[config.mk]
export PLATFORM = sky130hd
export DESIGN_NAME = alu_arb
export DESIGN_NICKNAME = d
export VERILOG_FILES = /design/src/rtl/alu_arb.sv
export SDC_FILE = /design/constraint.sdc
export NUM_CORES = 1
export LEC_CHECK = 0
export ABC_AREA = 1
export CAP_MARGIN = 20
export CORE_MARGIN = 2
export CORE_UTILIZATION = 38
export CTS_BUF_LIST = sky130_fd_sc_hd__clkbuf_4 sky130_fd_sc_hd__clkbuf_8 sky130_fd_sc_hd__clkbuf_16
export DETAILED_ROUTE_END_ITERATION = 8
export PLACE_DENSITY_LB_ADDON = 0.1
export SLEW_MARGIN = 20
export SYNTH_ARGS = -nofsm -noshare
export SYNTH_HDL_FRONTEND = slang
export SYNTH_SLANG_ARGS = --single-unit
[constraint.sdc]
create_clock -name clk -period 1.4 [get_ports clk]
set_input_delay 0.28 -clock clk [delete_from_list [all_inputs] [get_ports clk]]
set_output_delay 0.28 -clock clk [all_outputs]
set_load 0.1 [all_outputs]
[src/rtl/alu_arb.sv]
// Two-requester arbiter/sequencer in front of the shared 32-bit ADD/SUB/AND/OR ALU.
// Latency: request handshake on edge N, ALU evaluates in cycle N+1, response valid from cycle N+2.
// Backpressure: one op in flight; req_ready stays low until the granted client accepts its response.
//
// Ports:
//   clk, reset                     clock, synchronous active-high reset
//   req_valid/req_ready [1:0]      per-requester request handshake
//   req_a0/req_b0/req_ctrl0        requester 0 operands and ALUControl
//   req_a1/req_b1/req_ctrl1        requester 1 operands and ALUControl
//   rsp_valid/rsp_ready [1:0]      per-requester response handshake
//   rsp_result, rsp_flags          registered result and {N,Z,C,V}, shared by both channels
//   alu_a, alu_b, alu_ctrl         registered operands to the ALU
//   alu_result, alu_flags          ALU outputs, captured during EXEC
// Build option: define ALU_ARB_FIXED_PRIO_EN for fixed priority (requester 0 wins ties);
// the default build arbitrates ties round-robin.

module alu_arb #(
    parameter int WIDTH = 32
) (
    input  logic             clk,
    input  logic             reset,
    input  logic [1:0]       req_valid,
    output logic [1:0]       req_ready,
    input  logic [WIDTH-1:0] req_a0,
    input  logic [WIDTH-1:0] req_b0,
    input  logic [WIDTH-1:0] req_a1,
    input  logic [WIDTH-1:0] req_b1,
    input  logic [1:0]       req_ctrl0,
    input  logic [1:0]       req_ctrl1,
    output logic [1:0]       rsp_valid,
    input  logic [1:0]       rsp_ready,
    output logic [WIDTH-1:0] rsp_result,
    output logic [3:0]       rsp_flags,
    output logic [WIDTH-1:0] alu_a,
    output logic [WIDTH-1:0] alu_b,
    output logic [1:0]       alu_ctrl,
    input  logic [WIDTH-1:0] alu_result,
    input  logic [3:0]       alu_flags
);

    localparam logic [1:0] S_IDLE = 2'd0;
    localparam logic [1:0] S_EXEC = 2'd1;
    localparam logic [1:0] S_RESP = 2'd2;

    logic [1:0]       r_state;
    logic             r_grant;
    logic [WIDTH-1:0] r_a;
    logic [WIDTH-1:0] r_b;
    logic [1:0]       r_ctrl;
    logic [WIDTH-1:0] r_result;
    logic [3:0]       r_flags;

    logic             w_tie_grant;
    logic             w_grant;
    logic             w_req_hs;
    logic             w_rsp_hs;

`ifdef ALU_ARB_FIXED_PRIO_EN
    assign w_tie_grant = 1'b0;
`else
    // Round-robin pointer: the requester granted most recently. Reset to 1 so
    // requester 0 wins the first tie after reset.
    logic r_last;
    assign w_tie_grant = ~r_last;
`endif

    always_comb begin
        w_grant = 1'b0;
        case (req_valid)
            2'b01:   w_grant = 1'b0;
            2'b10:   w_grant = 1'b1;
            2'b11:   w_grant = w_tie_grant;
            default: w_grant = 1'b0;
        endcase
    end

    // In IDLE the grant is decided and accepted in the same cycle, so any
    // valid request handshakes immediately.
    assign w_req_hs  = (r_state == S_IDLE) && (req_valid != 2'b00);
    assign w_rsp_hs  = (r_state == S_RESP) && rsp_ready[r_grant];

    assign req_ready = w_req_hs ? (w_grant ? 2'b10 : 2'b01) : 2'b00;
    assign rsp_valid = (r_state == S_RESP) ? (r_grant ? 2'b10 : 2'b01) : 2'b00;

    assign rsp_result = r_result;
    assign rsp_flags  = r_flags;
    assign alu_a      = r_a;
    assign alu_b      = r_b;
    assign alu_ctrl   = r_ctrl;

    always_ff @(posedge clk) begin
        if (reset) begin
            r_state <= S_IDLE;
            r_grant <= 1'b0;
        end else begin
            case (r_state)
                S_IDLE: begin
                    if (w_req_hs) begin
                        r_state <= S_EXEC;
                        r_grant <= w_grant;
                    end
                end
                S_EXEC: r_state <= S_RESP;
                S_RESP: begin
                    if (w_rsp_hs) begin
                        r_state <= S_IDLE;
                    end
                end
                default: r_state <= S_IDLE;
            endcase
        end
    end

`ifndef ALU_ARB_FIXED_PRIO_EN
    always_ff @(posedge clk) begin
        if (reset) begin
            r_last <= 1'b1;
        end else if (w_req_hs) begin
            r_last <= w_grant;
        end
    end
`endif

    // Operand registers feed the ALU directly; they only change on a request
    // handshake so the ALU never sees the raw request inputs.
    always_ff @(posedge clk) begin
        if (reset) begin
            r_a    <= '0;
            r_b    <= '0;
            r_ctrl <= 2'b00;
        end else if (w_req_hs) begin
            r_a    <= w_grant ? req_a1    : req_a0;
            r_b    <= w_grant ? req_b1    : req_b0;
            r_ctrl <= w_grant ? req_ctrl1 : req_ctrl0;
        end
    end

    // Response registers are loaded only at the end of EXEC and stay stable
    // for the whole RESP phase regardless of how long the client stalls.
    always_ff @(posedge clk) begin
        if (reset) begin
            r_result <= '0;
            r_flags  <= 4'b0000;
        end else if (r_state == S_EXEC) begin
            r_result <= alu_result;
            r_flags  <= alu_flags;
        end
    end

endmodule

==> impl_metrics.ini <==
[timing]
rsz0062_at_grt = yes
fin_crit_ns = 1.56
drv_slew = 0
report.final.setup_viol = 4
layout_setup_ws_ns = -0.157
fmax_mhz = 642
hold_viol = 0
fin_tns_setup_ns = -0.543
tightest_slew_ns = 0.418
maxSlewHeadroom = 0.721
clock_skew_ns = 0.00659
post-route-period-util = 1.11

[grt]
grt_usage = 0.253
grt_pass1_wl_um = 25900
antenna_found_initial = 0
grt_max_degree = 40
grt_pass1_vias = 5302
overflow = 0

[drt]
wl_per_cell_um = 15.3
first_pass_iters = 5
antenna_left = 0
remaining_drc_errors = 0
viasPerCell = 5.00
dr_total_vias = 5563
initialDrtViolationCount = 342
drt-total-wl_um = 17000

[final_layout]
final_common_cell = nand2_1
fin_cells = 1113
diodes = 0
nets = 1135
layout_common_cells = nand2_1, clkdlybuf4s50_1, buf_12
fillers = 857
synthToLayoutAreaGrowth_pct = 97.8
fin_area_mm2 = 0.00914
drive_above_1_share = 0.181

[placed_design]
hpwl_um = 12700
dp_slack_ns = -0.369
port_buffers = 279
place_congestion = 0.837
dp_cells = 1087
place_area_mm2 = 0.00864

[synth]
yosys.area_share.xor_xnor = 0
synth_fp_nets = 865
synth_fa_ha_area_frac = 0
ys_seq_elements = 106
synth.distinct_cells = 15
synth_mux_area_frac = 0
syn_avg_cell_area_um2 = 6.69
yosys_warnings = 0
synth_compound_area_frac = 0.115
netlist_instances = 691
synth_top_family_by_area = simple AND/OR/NAND/NOR gates
syn_area_mm2 = 0.00462
ys_seq_area_frac = 0.459
synthSimpleGateAreaFrac = 0.359

[clocking]
clk_latency_ns = 0.34
cts_max_level = 3
clock_path_buffers = 2
cts_root_buf = clkbuf_16
tritoncts = yes
cts_num_sinks = 106
numCtsBuffers = 9
hold_buffers = 0
clkTransAtPathRegs_ns = 0.07

[critical_path]
cp_num_buf_inv = 3
required_ns = 1.12
crit_slowest_cell = dfxtp_2
arrival_ns = 1.28
critPathKind = reg2out
crit_path_end_kind = output port
cp_cell_sequence = nor2_4 -> buf_6 -> nand2_4 -> clkinvlp_4 -> buf_12
crit_family = buffers and inverters
cp_max_fo = 3
crit_path_start_kind = register
slowest_delay_ns = 0.36

[floorplanning]
chipWidth_um = 114
rows = 40
dieArea_mm2 = 0.0131
die_h_um = 114
pin_count = 280
core-area_mm2 = 0.0120
initial_core_util = 0.386

[power]
finalPower_mw = 11.5
powerDensity_mw_per_mm2 = 1260
irDropWorstVdd_v = 0.000796
power.leakage_nw = 3.88

[job]
drv_cap = 0

[min_path]
hold_class = in2reg

[outcome]
failed_checks = negative setup slack
status = finished with violations
-- cell usage after synthesis, drive strengths merged --
| cell type | count | area share |
|---|---|---|
| nand2 | 272 | 0.22 |
| dfxtp | 106 | 0.46 |
| nor2 | 78 | 0.064 |
| a21oi | 68 | 0.074 |
| nand3 | 68 | 0.074 |
| o21ai | 37 | 0.041 |
| buf | 34 | 0.045 |
| clkbuf | 20 | 0.016 |
| inv | 7 | 0.0057 |
| clkinv | 1 | 0.00081 |
-- metrics by stage --
stage / hold slack [ns] / utilization
detailed placement: 0.463 / 0.722
global placement: 0.469 / 0.722
finish: 0.184 / 0.764
floorplan: 0.434 / -
CTS: 0.183 / 0.754
global route: 0.191 / 0.764
-- state kept, by name (all words and copies together), names as in the netlist --
signal,count
rsp_flags,4
alu_b,32
alu_ctrl,2
r_state,2
rsp_result,32
r_last,1
r_grant,1
alu_a,32
-- power by group --
group          switching [mW]  internal, mW  total, mW
logic                    3.21          2.03       5.24
registers               0.318          3.32       3.64
clock network            1.13          1.49       2.62
-- metal layers --
layer  GRT usage  vias up  routed length [um]
li1            -     2745                   -
met1       0.292     2556                6590
met2       0.445      227                8640
met3      0.0609       35                1320
met4       0.109        0                 483
met5           0        -                   0
-- path summary, 6_finish.rpt --
kind	cells past startpoint	end	slack [ns]	start
worst max-delay path	5	req_ready[1]	-0.16	r_state[0]$_SDFFE_PP0P_
worst min-delay path	2	alu_b[5]$_SDFFE_PP0P_	0.18	reset
worst max register to register	7	alu_a[23]$_SDFFE_PP0P_	0.07	r_state[0]$_SDFFE_PP0P_
worst min register to register	2	r_last$_SDFFE_PP1P_	0.50	r_last$_SDFFE_PP1P_
-- worst reg2reg max path, delay by kind of cell, from the launching register on --
kind | cells | cell delay (ns)
buf+inv | 3 | 0.44
compound gates | 2 | 0.23
simple gates | 2 | 0.22
flops | 1 | 0.36
-- logic make-up (layout without fill, tap and decap cells) --
logic type             Yosys count  after routing
AND/OR/NAND/NOR                418            418
flip-flops                     106            106
AO/OA/AOI/OAI                  105            105
buffers and inverters           62            337
-- layout make-up --
cell class	count	area, um2	area share
repair buffers	313	4220	0.462
multi-input cells	523	2250	0.246
flip-flops and latches	106	2130	0.233
clock buffers	11	253	0.0276
well taps	147	184	0.0201
clock inverters	5	62.6	0.00684
inverters	8	43.8	0.00479
-- what timing repair did --
item                                    4_1_cts  5_1_grt
resized for setup                             8       11
pin swaps                                     3        4
cloned                                        1        2
endpoints found under the setup margin        8       54
setup buffers                                 2        6
Power figures use the tool's default switching activity.
